File: src/rtl/nibble_serial_add_ctrl_pkg.sv
// Shared constants and types for the nibble-serial add/subtract controller.
// Holds the nibble width, the FSM state encoding and the index-width helper.
package nibble_serial_add_ctrl_pkg;

    localparam int NIBBLE_W = 4;

    typedef enum logic [1:0] {
        ST_IDLE = 2'd0,
        ST_RUN  = 2'd1,
        ST_DONE = 2'd2
    } state_t;

    // A single-nibble operation still needs a 1-bit index register.
    function automatic int idx_width(input int nib);
        return (nib > 1) ? $clog2(nib) : 1;
    endfunction

endpackage

File: src/rtl/ripple_carry_adder.sv
// 4-bit ripple-carry adder, purely combinational.
// The controller owns all state and feeds this adder one nibble per clock.
module ripple_carry_adder
    import nibble_serial_add_ctrl_pkg::*;
(
    input  logic [NIBBLE_W-1:0] a,
    input  logic [NIBBLE_W-1:0] b,
    input  logic                cin,
    output logic [NIBBLE_W-1:0] sum,
    output logic                cout
);

    logic [NIBBLE_W:0] carry;

    assign carry[0] = cin;

    generate
        for (genvar gi = 0; gi < NIBBLE_W; gi++) begin : g_fa
            assign sum[gi]       = a[gi] ^ b[gi] ^ carry[gi];
            assign carry[gi + 1] = (a[gi] & b[gi]) | (carry[gi] & (a[gi] ^ b[gi]));
        end
    endgenerate

    assign cout = carry[NIBBLE_W];

endmodule

File: src/rtl/nibble_serial_add_ctrl.sv
// Sequencer that adds or subtracts WIDTH-bit operands one nibble per clock,
// LSB first, through a single shared 4-bit ripple-carry adder.
module nibble_serial_add_ctrl
    import nibble_serial_add_ctrl_pkg::*;
#(
    parameter int WIDTH = 16
) (
    input  logic             clk,
    input  logic             rst,
    input  logic             in_valid,
    output logic             in_ready,
    input  logic [WIDTH-1:0] in_a,
    input  logic [WIDTH-1:0] in_b,
    input  logic             in_sub,
    output logic             out_valid,
    input  logic             out_ready,
    output logic [WIDTH-1:0] out_sum,
    output logic             out_cout,
    output logic             out_ovf,
    output logic             busy
);

    localparam int NIB   = WIDTH / NIBBLE_W;
    localparam int IDX_W = idx_width(NIB);

    generate
        if ((WIDTH % NIBBLE_W) != 0 || WIDTH < NIBBLE_W) begin : g_width_check
            $error("nibble_serial_add_ctrl: WIDTH must be a multiple of 4 and at least 4");
        end
    endgenerate

    state_t state_reg;
    state_t state_next;

    logic [WIDTH-1:0]    a_reg;
    logic [WIDTH-1:0]    b_reg;
    logic [WIDTH-1:0]    sum_reg;
    logic [WIDTH-1:0]    sum_next;
    logic                carry_reg;
    logic [IDX_W-1:0]    idx_reg;
    logic                cout_reg;
    logic                ovf_reg;

    logic [WIDTH-1:0]    a_shift;
    logic [WIDTH-1:0]    b_shift;
    logic [NIBBLE_W-1:0] a_nib;
    logic [NIBBLE_W-1:0] b_nib;
    logic [NIBBLE_W-1:0] add_sum;
    logic                add_cout;
    logic                accept;
    logic                last_nib;

    assign in_ready  = (state_reg == ST_IDLE) && !rst;
    assign accept    = in_valid && in_ready;
    assign last_nib  = (idx_reg == IDX_W'(NIB - 1));
    assign out_valid = (state_reg == ST_DONE);
    assign busy      = (state_reg != ST_IDLE);
    assign out_sum   = sum_reg;
    assign out_cout  = cout_reg;
    assign out_ovf   = ovf_reg;

    // Current nibble of each operand, selected by the running index.
    assign a_shift = a_reg >> (idx_reg * NIBBLE_W);
    assign b_shift = b_reg >> (idx_reg * NIBBLE_W);
    assign a_nib   = a_shift[NIBBLE_W-1:0];
    assign b_nib   = b_shift[NIBBLE_W-1:0];

    ripple_carry_adder u_adder (
        .a    (a_nib),
        .b    (b_nib),
        .cin  (carry_reg),
        .sum  (add_sum),
        .cout (add_cout)
    );

    // Only the nibble being worked on is replaced; the rest hold.
    generate
        for (genvar gi = 0; gi < NIB; gi++) begin : g_sum_nib
            assign sum_next[gi*NIBBLE_W +: NIBBLE_W] =
                (state_reg == ST_RUN && idx_reg == IDX_W'(gi)) ? add_sum
                                                              : sum_reg[gi*NIBBLE_W +: NIBBLE_W];
        end
    endgenerate

    always_ff @(posedge clk) begin
        if (rst) begin
            state_reg <= ST_IDLE;
        end else begin
            state_reg <= state_next;
        end
    end

    always_comb begin
        state_next = state_reg;
        case (state_reg)
            ST_IDLE: if (accept)    state_next = ST_RUN;
            ST_RUN:  if (last_nib)  state_next = ST_DONE;
            ST_DONE: if (out_ready) state_next = ST_IDLE;
            default:                state_next = ST_IDLE;
        endcase
    end

    always_ff @(posedge clk) begin
        if (rst) begin
            a_reg     <= '0;
            b_reg     <= '0;
            sum_reg   <= '0;
            carry_reg <= 1'b0;
            idx_reg   <= '0;
            cout_reg  <= 1'b0;
            ovf_reg   <= 1'b0;
        end else begin
            sum_reg <= sum_next;
            if (accept) begin
                // Subtraction is A + ~B + 1: invert B here, the +1 enters as the first carry.
                a_reg     <= in_a;
                b_reg     <= in_sub ? ~in_b : in_b;
                carry_reg <= in_sub;
                idx_reg   <= '0;
            end
            if (state_reg == ST_RUN) begin
                carry_reg <= add_cout;
                idx_reg   <= idx_reg + IDX_W'(1);
                if (last_nib) begin
                    cout_reg <= add_cout;
                    ovf_reg  <= (a_reg[WIDTH-1] == b_reg[WIDTH-1]) &&
                                (add_sum[NIBBLE_W-1] != a_reg[WIDTH-1]);
                end
            end
        end
    end

endmodule

File: config.mk
export PLATFORM = sky130hd
export DESIGN_NAME = nibble_serial_add_ctrl
export DESIGN_NICKNAME = d
export VERILOG_FILES = /design/src/rtl/nibble_serial_add_ctrl_pkg.sv /design/src/rtl/ripple_carry_adder.sv /design/src/rtl/nibble_serial_add_ctrl.sv
export SDC_FILE = /design/constraint.sdc
export NUM_CORES = 1
export LEC_CHECK = 0
export CELL_PAD_IN_SITES_DETAIL_PLACEMENT = 0
export CELL_PAD_IN_SITES_GLOBAL_PLACEMENT = 1
export CORE_AREA = 2 2 69 121
export CTS_CLUSTER_DIAMETER = 50
export DETAILED_ROUTE_END_ITERATION = 16
export DIE_AREA = 0 0 71 123
export PLACE_DENSITY = 0.7
export RECOVER_POWER = 50
export SYNTH_ARGS = -nofsm -noshare
export SYNTH_HDL_FRONTEND = slang
export SYNTH_SLANG_ARGS = --single-unit
File: constraint.sdc
create_clock -name clk -period 3.2 [get_ports clk]
set_clock_uncertainty 0.05 [all_clocks]
set_input_delay 0.48 -clock clk [delete_from_list [all_inputs] [get_ports clk]]
set_output_delay 0.48 -clock clk [all_outputs]
set_load 0.01 [all_outputs]
# After elaboration in Yosys (flattened, before gate mapping)

Index checks and enable logic that the tools add are counted.

Register bits: 55
Input port bits: 37
Logic and storage cells: 68

Add/sub/neg operators: 1
Equality and inequality tests: 10
Shift operators: 2
Multiplexer cells: 9
Bitwise logic cells: 21
Reductions and logical operators: 14

Operator list:

| operator                                               | number |
|---|---|
| >> shifter 16 x 4 -> 4 bit                             | 2 |
| two-way mux 16 bit                                     | 1 |
| inverter 16 bit                                        | 1 |
| two-way mux 2 bit                                      | 5 |
| bitwise AND 1 bit                                      | 8 |
| XOR 1 bit                                              | 8 |
| logical AND 1 bit                                      | 7 |
| equality test 2 bit (second input constant)            | 3 |
| one-hot mux 2 bit (3 select lines)                     | 1 |
| equality test 2 x 1 -> 1 bit (second input constant)   | 2 |
| zero test 2 bit                                        | 2 |
| inequality test 2 bit (second input constant)          | 2 |
| bitwise OR 1 bit                                       | 4 |
| nonzero test 2 bit                                     | 2 |
| AND reduction 3 bit                                    | 1 |
| adder 2 x 1 -> 2 bit (second input constant)           | 1 |
| two-way mux 1 bit                                      | 2 |
| inequality test 2 x 1 -> 1 bit (second input constant) | 1 |
| AND reduction 2 bit                                    | 1 |
| equality test 1 bit                                    | 1 |
| zero test 1 bit                                        | 1 |
| inequality test 1 bit                                  | 1 |

# Depth between registers and ports, before layout

Gate-level depths: netlist of run 1.

Word-level depth: 11
Mapped depth: 11
Mapped depth without buffers: 10

# Hierarchy

From an unflattened synthesis of run 1, not the netlist that was laid out.

Cell total of the unflattened synthesis: 279
Area total of the unflattened synthesis: 2,717.6 um2

By module, submodules not included:

| module                 | times used | cells each | area an instance (um2) | sequential area each (um2) |
|---|---|---|---|---|
| nibble_serial_add_ctrl | 1          | 265        | 2,600.0                | 1,101.1 |
| ripple_carry_adder     | 1          | 14         | 117.6                  | 0.0 |

# Least setup slack after synthesis of run 1

No wires, ideal clock.

Path kind: register -> register
Start: register idx_reg[0]
End: register ovf_reg (netlist: out_ovf)
Setup time: 0.091 ns
Data arrival time: 3.152 ns
Setup slack: -0.093 ns
Stages on the path, launching flop included: 12
Cell sequence: dfxtp_1 -> buf_2 -> mux4_2 -> fa_1 -> inv_1 -> fa_1 -> inv_1 -> fa_1 -> inv_1 -> fa_1 -> or3_1 -> a311oi_1

Cells in the longest elaborated chain, start to end: 11
Elaborated cells between the ends (all ways): 20
Those cells by class: eq/ne (2); shift (2); bitwise (14); reduce/logical (2)

RTL lines:

| what                                          | RTL line                                                   | RTL |
|---|---|---|
| start, declared                               | nibble_serial_add_ctrl.sv:40                               | `logic [IDX_W-1:0] idx_reg;` |
| start signal, assigned                        | nibble_serial_add_ctrl.sv:123                              | `idx_reg <= idx_reg + IDX_W'(1);` |
| >> shifter 16 x 4 -> 4 bit (on tied branches) | nibble_serial_add_ctrl.sv:63, nibble_serial_add_ctrl.sv:64 |  |
| XOR 1 bit                                     | ripple_carry_adder.sv:20                                   | `assign carry[gi + 1] = (a[gi] & b[gi]) \| (carry[gi] & (a[gi] ^ b[gi]));` |
| bitwise AND 1 bit                             | ripple_carry_adder.sv:20                                   |  |
| bitwise OR 1 bit                              | ripple_carry_adder.sv:20                                   |  |
| bitwise AND 1 bit                             | ripple_carry_adder.sv:20                                   |  |
| bitwise OR 1 bit                              | ripple_carry_adder.sv:20                                   |  |
| bitwise AND 1 bit                             | ripple_carry_adder.sv:20                                   |  |
| bitwise OR 1 bit                              | ripple_carry_adder.sv:20                                   |  |
| XOR 1 bit                                     | ripple_carry_adder.sv:19                                   | `assign sum[gi] = a[gi] ^ b[gi] ^ carry[gi];` |
| inequality test 1 bit                         | nibble_serial_add_ctrl.sv:127                              | `(add_sum[NIBBLE_W-1] != a_reg[WIDTH-1]);` |
| logical AND 1 bit                             | nibble_serial_add_ctrl.sv:126                              | `ovf_reg <= (a_reg[WIDTH-1] == b_reg[WIDTH-1]) &&` |
| end signal, assigned                          | nibble_serial_add_ctrl.sv:126                              |  |
| end, declared                                 | nibble_serial_add_ctrl.sv:42                               | `logic ovf_reg;` |

Parallel ways exist; a longest one is shown, timed or not.
A chain may end at the register's enable or synchronous reset.

# Final worst setup path of run 1

Start: register idx_reg[1]
End: register ovf_reg (netlist: out_ovf)

Same word-level chain as after synthesis.

==> results of run 1 <==
==> tightest hold or removal path: stages, from the launching register on <==
cell and delay (ns):
sky130_fd_sc_hd__dfxtp_1 0.31, sky130_fd_sc_hd__nand3b_1 0.08, sky130_fd_sc_hd__nand2_1 0.05
==> layout by cell type, fill, tap and decap left out, drive strengths merged, types with 2 or more instances in the layout <==
cell type | netlist | layout
ha | 4 | 4
o21ai | 16 | 16
clkdlybuf4s50 | 0 | 37
a211oi | 9 | 9
nand3 | 3 | 3
inv | 11 | 11
nand3b | 32 | 32
buf | 17 | 7
a21oi | 3 | 3
dfxtp | 55 | 55
mux4 | 8 | 8
mux2i | 9 | 9
bufinv | 0 | 2
xnor2 | 16 | 16
nand2 | 34 | 34
fa | 4 | 4
nor3 | 2 | 2
nor2b | 2 | 2
nor2 | 21 | 21
clkbuf | 6 | 7
and3b | 4 | 4
dlygate4sd3 | 0 | 20
==> logic make-up after synthesis <==
| family | count (synthesis) |
|---|---|
| AND/OR/NAND/NOR | 103 |
| flip-flops | 55 |
| buffers and inverters | 34 |
| AO/OA/AOI/OAI | 30 |
| multiplexers | 17 |
| XOR/XNOR | 16 |
| adder cells (fa/ha/maj) | 8 |
==> layer usage <==
layer / track usage / vias to the layer above / part of all wire
met4: 0.0601 / 0 / 0.020
met2: 0.272 / 44 / 0.55
met5: 0 / - / 0
li1: - / 993 / -
met1: 0.147 / 891 / 0.40
met3: 0.0261 / 6 / 0.034
==> cell type report <==
type,instances,area share
inverter,11,0.0120
sequential,55,0.320
timing repair buffer,66,0.184
tap,90,0.0327
multi-input combinational,174,0.395
clock buffer,5,0.0363
clock inverter,3,0.0196
==> worst min-delay path by stage <==
| stage | end |
|---|---|
| floorplan | a_reg[10]$_SDFFE_PP0P_ |
| finish | a_reg[14]$_SDFFE_PP0P_ |
| global route | b_reg[11]$_SDFFE_PP0P_ |
| detailed placement | a_reg[6]$_SDFFE_PP0P_ |
| global placement | a_reg[0]$_SDFFE_PP0P_ |
| CTS | a_reg[6]$_SDFFE_PP0P_ |
==> synthesized netlist by cell type, drive strengths merged, types with 3 or more instances <==
master	count
mux4	8
fa	4
nand3	3
nor2	21
o21ai	16
mux2i	9
nand3b	32
nand2	34
xnor2	16
clkbuf	6
buf	17
ha	4
a211oi	9
dfxtp	55
inv	11
and3b	4
a21oi	3
==> through the flow <==
step	setup slack [ns]	instances	area, µm²
2_1_floorplan	0.00521	263	2660
3_3_place_gp	0.155	396	3250
3_5_place_dp	0.138	396	3250
4_1_cts	0.118	404	3450
5_1_grt	0.0117	404	3450
6_report	0.162	404	3450
==> power groups by stage <==
stage	registers, mW	clock network (mW)	logic (mW)
after detailed placement	0.775	0	0.281
final	0.758	0.693	0.273
after floorplan	0.765	0	0.182
after CTS	0.760	0.712	0.282
after global placement	0.775	0	0.278
after global routing	0.763	0.737	0.304
==> timing repair <==
| item | 4_1_cts | 5_1_grt |
|---|---|---|
| endpoints found under the setup margin | 0 | 1 |
| endpoints found under the hold margin | 0 | 0 |
| resized for setup | 0 | 2 |
==> key figures, run 1 <==
Layout
  • Final Net Count: 358
  • Util after Layout: 0.442
  • Growth of design area from synthesis to finish: 30.3%
  • Sequential standard cell area: 0.00110 mm²
  • Area of the multi-input gates: 0.00136 mm²
  • Share of layout cells above drive strength 1: 0.150
  • Ant diodes: 0
  • Filler cell count in the final layout: 771

Clock tree
  • Source-to-sink clock delay at the later pin of the worst-skew pair: 0.30 ns
  • Clock buffer depth: 2
  • Postcts setup bufs: 0
  • TritonCTS clock tree: done
  • Hold bufs inserted after CTS: 0
  • Number of sinks handled by clock tree synthesis: 55
  • CTS clock-pin slew for the worst setup and hold paths: 0.07 ns
  • Cell at the root of the clock tree: sky130_fd_sc_hd__clkbuf_16
  • TritonCTS buffer count: 5
  • Number of H-tree branching levels: 2

Min path
  • Hold Path Origin: a_reg[14]$_SDFFE_PP0P_
  • Hold Path Depth: 2
  • Class of the most critical hold timing path: reg2reg

Placed design
  • Port Buffer Count: 57
  • Final GP Congestion: 0.723
  • Post-DP HPWL: 4.35 mm

Die
  • Starting density of the core: 0.339
  • Area of the die: 0.00873 mm²
  • Core Box Area: 0.00780 mm²
  • I/O pins: 58
  • Die span in x: 71 µm
  • Die height: 123 µm
  • Site row count: 43

Routing
  • Total Wirelength: 5.64 mm
  • Number of remaining DRC errors: 0
  • Detailed router's first-iteration violation count: 69
  • Post-DR wirelength/cell: 14.0 µm
  • Final ANT Viol Nets: 0
  • Via-to-Cell Ratio: 4.79
  • Iteration count of the initial detailed-routing pass: 4
  • Number of vias after detailed routing: 1934

Pwr
  • Switching fraction of total power: 0.231
  • Worst voltage drop across the vdd grid: 0.230 mV
  • Power share of the clock group: 0.402
  • Pwr per Cell Area: 500 mW/mm²
  • Final Power: 1.72 mW
  • Relative contribution of combinational cells to total power: 0.158
  • LEAKAGE: 1.35 nW
  • Int Power: 1.33 mW
  • Switching power: 0.399 mW
  • Sequential power share: 0.440

Critical path
  • Launching element of the worst setup path: idx_reg[1]$_SDFFE_PP0P_
  • Cells traversed along the worst timing path: mux4_2 -> fa_2 -> inv_1 -> fa_1 -> inv_1 -> fa_1 -> inv_1 -> fa_1 -> or3_1 -> a311oi_1
  • Standard cell with the maximum stage delay on the critical path: sky130_fd_sc_hd__mux4_2
  • Worst path arrival time: 3.19 ns
  • Termination of the worst setup path: out_ovf$_SDFFE_PP0P_
  • FF-to-FF Start: idx_reg[1]$_SDFFE_PP0P_
  • Cells on worst reg2reg path: 10
  • Worst setup path class: reg2reg
  • Crit-path leading delay family: adder cells
  • Setup crit end kind: register
  • Flop2flop setup slack: 0.16 ns
  • Worst Path Buf+Inv: 3
  • R2r endpoint: out_ovf$_SDFFE_PP0P_
  • Launching element type of the critical path: register
  • Worst-path maximum fanout: 2
  • Data required time at the worst endpoint: 3.35 ns
  • Worst path max stage delay: 0.52 ns
  • Number of stages on the worst setup path: 10

GRT
  • Initial antenna violation count: 0
  • Gr usage total: 0.142
  • Residual overflow from global routing: 0
  • Maximum number of pins on one net before global-route repair: 52
  • Via count of the first global-routing pass: 1981
  • First-pass GRT wire length: 9.49 mm

Yosys
  • Most area-hungry cell type in the Yosys netlist: sky130_fd_sc_hd__dfxtp_1
  • Largest family of logic cells by synthesized area: simple AND/OR/NAND/NOR gates
  • Async set-reset flop share out of synthesis: 0
  • Syn_area_per_cell: 10.1 µm²
  • Distinct cells, synth: 27
  • Post-synth top area share: 0.416
  • Synth Area in XOR/XNOR: 0.0530
  • Post-synthesis instance total: 263
  • Post-synth top flop: sky130_fd_sc_hd__dfxtp_1
  • Share of synthesized cell area in full adder, half adder and majority cells: 0.0492
  • Largest cells by area after synthesis: sky130_fd_sc_hd__dfxtp_1, sky130_fd_sc_hd__nand3b_1, sky130_fd_sc_hd__mux4_2, sky130_fd_sc_hd__o21ai_2, sky130_fd_sc_hd__xnor2_1
  • Synthesis-stage register bit count: 55
  • Area share of and/or/nand/nor cells after synthesis: 0.216
  • Number of synthesized flops with an enable pin: 0
  • Syn Std Cell Area: 0.00265 mm²
  • Area fraction in compound gates after synthesis: 0.0931
  • Net Count, Synth: 308
  • Multiplexer share of the synthesized area: 0.102
  • Sequential cell area fraction in the yosys report: 0.416
  • Synthesis warning total: 0

STA
  • Final count of hold timing violations: 0
  • Final setup violation count: 0
  • Final TNS setup: 0 ns
  • Portion of the clock cycle consumed by the worst path in the final layout: 0.949
  • Worst slew margin relative to its limit: 0.236
  • Minimum clock period: 3.04 ns
  • Worst Tran Pin Value: 1.15 ns
  • Number of max-slew violations in the final report: 0
  • Hold WS: 0.429 ns
  • Setup repair after global routing missed its margin: no
  • Maximum clock frequency: 329 MHz

Job
  • Max_cap viols: 0

Run status
  • Result of the run: finished clean
Power figures use the tool's default switching activity.
==> run 2: changes to the inputs <==
--- a/config.mk
+++ b/config.mk
@@ -12,7 +12,7 @@
 export DETAILED_ROUTE_END_ITERATION = 16
 export DIE_AREA = 0 0 71 123
 export PLACE_DENSITY = 0.7
-export RECOVER_POWER = 50
+export RECOVER_POWER = 25
 export SYNTH_ARGS = -nofsm -noshare
 export SYNTH_HDL_FRONTEND = slang
 export SYNTH_SLANG_ARGS = --single-unit
==> constraint.sdc (replaced) <==
create_clock -name clk -period 3.2 [get_ports clk]
set_clock_uncertainty 0.05 [all_clocks]
set_input_delay 0.64 -clock clk [delete_from_list [all_inputs] [get_ports clk]]
set_output_delay 0.64 -clock clk [all_outputs]
set_load 0.01 [all_outputs]
==> run 2 against run 1 <==
Effect of this change:
- non-clock buffer count stayed put
- sequential cell count did not move
- global-route usage decreased by 0.25 points
- total power is 9.6% lower
- clock-buffer cell count is 1 higher
- sequential share of layout area increased by 0.38 points
- critical path depth did not move
- sequential power barely moved
- final area shrank 1.2%
- combinational power barely moved
- routed wire length decreased by 0.94%
- critical path type unchanged
- critical endpoint unchanged
- largest cell class unchanged
- largest power group unchanged
==> key figures, run 2 (synthesized netlist as in run 1, its figures left out) <==
Run status
  • Result of the run: finished clean

Routing
  • Number of remaining DRC errors: 0 (unchanged)
  • Final ANT Viol Nets: 0 (unchanged)
  • Post-DR wirelength/cell: 13.8 µm (-0.94%)
  • Detailed router's first-iteration violation count: 50 (-28%)
  • Iteration count of the initial detailed-routing pass: 4 (unchanged)
  • Number of vias after detailed routing: 1935 (+0.052%)
  • Via-to-Cell Ratio: 4.79 (about the same)
  • Total Wirelength: 5.58 mm (-0.94%)

STA
  • Worst Slack Setup Final: 0.169 ns (+0.00700 ns)
  • Hold WS: 0.427 ns (-0.00200 ns)
  • Worst slew margin relative to its limit: 0.378 (+0.141)
  • Worst Tran Pin Value: 0.934 ns (-0.212 ns)
  • Number of max-slew violations in the final report: 0 (unchanged)
  • Minimum clock period: 3.03 ns (-0.00700 ns)
  • Maximum clock frequency: 330 MHz (+0.23%)
  • Portion of the clock cycle consumed by the worst path in the final layout: 0.947 (-0.00219)
  • Final count of hold timing violations: 0 (unchanged)
  • Setup repair after global routing missed its margin: no
  • Final setup violation count: 0 (unchanged)
  • Final TNS setup: 0 ns (unchanged)

Clock tree
  • CTS clock-pin slew for the worst setup and hold paths: 0.07 ns (about the same)
  • Cell at the root of the clock tree: sky130_fd_sc_hd__clkbuf_16
  • TritonCTS clock tree: done
  • Hold bufs inserted after CTS: 0 (unchanged)
  • TritonCTS buffer count: 5 (unchanged)
  • Clock buffer depth: 2 (unchanged)
  • Number of H-tree branching levels: 2 (unchanged)
  • Number of sinks handled by clock tree synthesis: 55 (unchanged)
  • Postcts setup bufs: 0 (unchanged)
  • Source-to-sink clock delay at the later pin of the worst-skew pair: 0.29 ns (about the same)

Placed design
  • Post-DP HPWL: 4.29 mm (-1.3%)
  • Final GP Congestion: 0.702 (-2.9%)
  • Port Buffer Count: 57 (unchanged)
  • Placed standard-cell area: 0.00327 mm² (+0.38%)
  • Setup slack at placement: 0.129 ns (-0.00881 ns)
  • Cell total after placement: 396 (unchanged)

Layout
  • Growth of design area from synthesis to finish: 28.7%
  • Highest-count cells in the layout ignoring fill and taps: sky130_fd_sc_hd__dfxtp_1, sky130_fd_sc_hd__clkdlybuf4s50_1, sky130_fd_sc_hd__nand2_1
  • Most common cell after layout, fill and taps aside: sky130_fd_sc_hd__dfxtp_1
  • Non-filler instance count after layout: 404 (unchanged)
  • Ant diodes: 0 (unchanged)
  • Share of layout cells above drive strength 1: 0.150 (unchanged)
  • Filler cell count in the final layout: 758 (-1.7%)
  • Final Net Count: 358 (unchanged)
  • Final design instance area without fill: 0.00341 mm² (-1.2%)
  • Util after Layout: 0.437 (-0.00513)

Pwr
  • LEAKAGE: 1.31 nW (-2.7%)
  • Worst voltage drop across the vdd grid: 0.245 mV (+6.4%)
  • Final Power: 1.56 mW (-9.6%)
  • Pwr per Cell Area: 458 mW/mm² (-8.5%)

GRT
  • Initial antenna violation count: 0 (unchanged)
  • Residual overflow from global routing: 0 (unchanged)
  • First-pass GRT wire length: 9.48 mm (about the same)
  • Maximum number of pins on one net before global-route repair: 52 (unchanged)
  • Gr usage total: 0.139 (-0.00254)
  • Via count of the first global-routing pass: 1902 (-4.0%)

Die
  • I/O pins: 58 (unchanged)
  • Die height: 123 µm (unchanged)
  • Core Box Area: 0.00780 mm² (unchanged)
  • Die span in x: 71 µm (unchanged)
  • Starting density of the core: 0.339 (unchanged)
  • Site row count: 43 (unchanged)
  • Area of the die: 0.00873 mm² (unchanged)

Critical path
  • Setup crit end kind: register
  • Worst-path maximum fanout: 2 (unchanged)
  • Worst path arrival time: 3.18 ns (about the same)
  • Data required time at the worst endpoint: 3.35 ns (about the same)
  • Worst setup path class: reg2reg
  • Launching element type of the critical path: register

Job
  • Max_cap viols: 0 (unchanged)

Min path
  • Class of the most critical hold timing path: reg2reg
## run 2: changes by cell type in the layout (fill, tap and decap cells not counted), sizes merged
cell	delta
dlygate4sd3	-6
clkdlybuf4s50	+6
buf	+1
bufinv	-2
clkinv	+1
## run 2: area by class of cell
cell class | count | area (µm²) | area share
clock inverter | 2 | 12.5 | 0.00367
inverter | 11 | 41.3 | 0.0121
tap | 90 | 113 | 0.0331
multi-input combinational | 174 | 1360 | 0.400
timing repair buffer | 66 | 647 | 0.190
clock buffer | 6 | 129 | 0.0378
sequential | 55 | 1100 | 0.324
## run 2: per-layer routing
metal,share of wire,global-route usage,routed length (µm)
met5,0,0,0
met4,0.014,0.0566,79
met3,0.027,0.0196,151
met2,0.54,0.252,3000
met1,0.42,0.162,2350
## run 2: repair_timing
item / CTS / global route
endpoints found under the hold margin: 0 / 0
setup endpoints to repair: 0 / 1
gates resized for setup: 0 / 2
## run 2: path summary, 6_finish.rpt
path,to,slack (ns),start,cells past startpoint
worst max-delay path,out_ovf$_SDFFE_PP0P_,0.17,idx_reg[1]$_SDFFE_PP0P_,10
worst min-delay path,a_reg[6]$_SDFFE_PP0P_,0.43,a_reg[6]$_SDFFE_PP0P_,2
worst max register to register,out_ovf$_SDFFE_PP0P_,0.17,idx_reg[1]$_SDFFE_PP0P_,10
worst min register to register,a_reg[6]$_SDFFE_PP0P_,0.43,a_reg[6]$_SDFFE_PP0P_,2
## run 2: power breakdown
part           leakage [nW]  switching [mW]  total, mW  internal [mW]
clock network        0.0669           0.236      0.525          0.289
logic                 0.796           0.125      0.276          0.151
registers             0.451          0.0295      0.758          0.729
## run 2: worst max-delay path: stages (launching register included)
cell                       delay [ns]
sky130_fd_sc_hd__dfxtp_2         0.34
sky130_fd_sc_hd__mux4_2          0.52
sky130_fd_sc_hd__fa_2            0.35
sky130_fd_sc_hd__inv_1           0.08
sky130_fd_sc_hd__fa_1            0.16
sky130_fd_sc_hd__inv_1           0.05
sky130_fd_sc_hd__fa_1            0.36
sky130_fd_sc_hd__inv_2           0.07
sky130_fd_sc_hd__fa_1            0.42
sky130_fd_sc_hd__or3_1           0.31
sky130_fd_sc_hd__a311oi_1        0.24
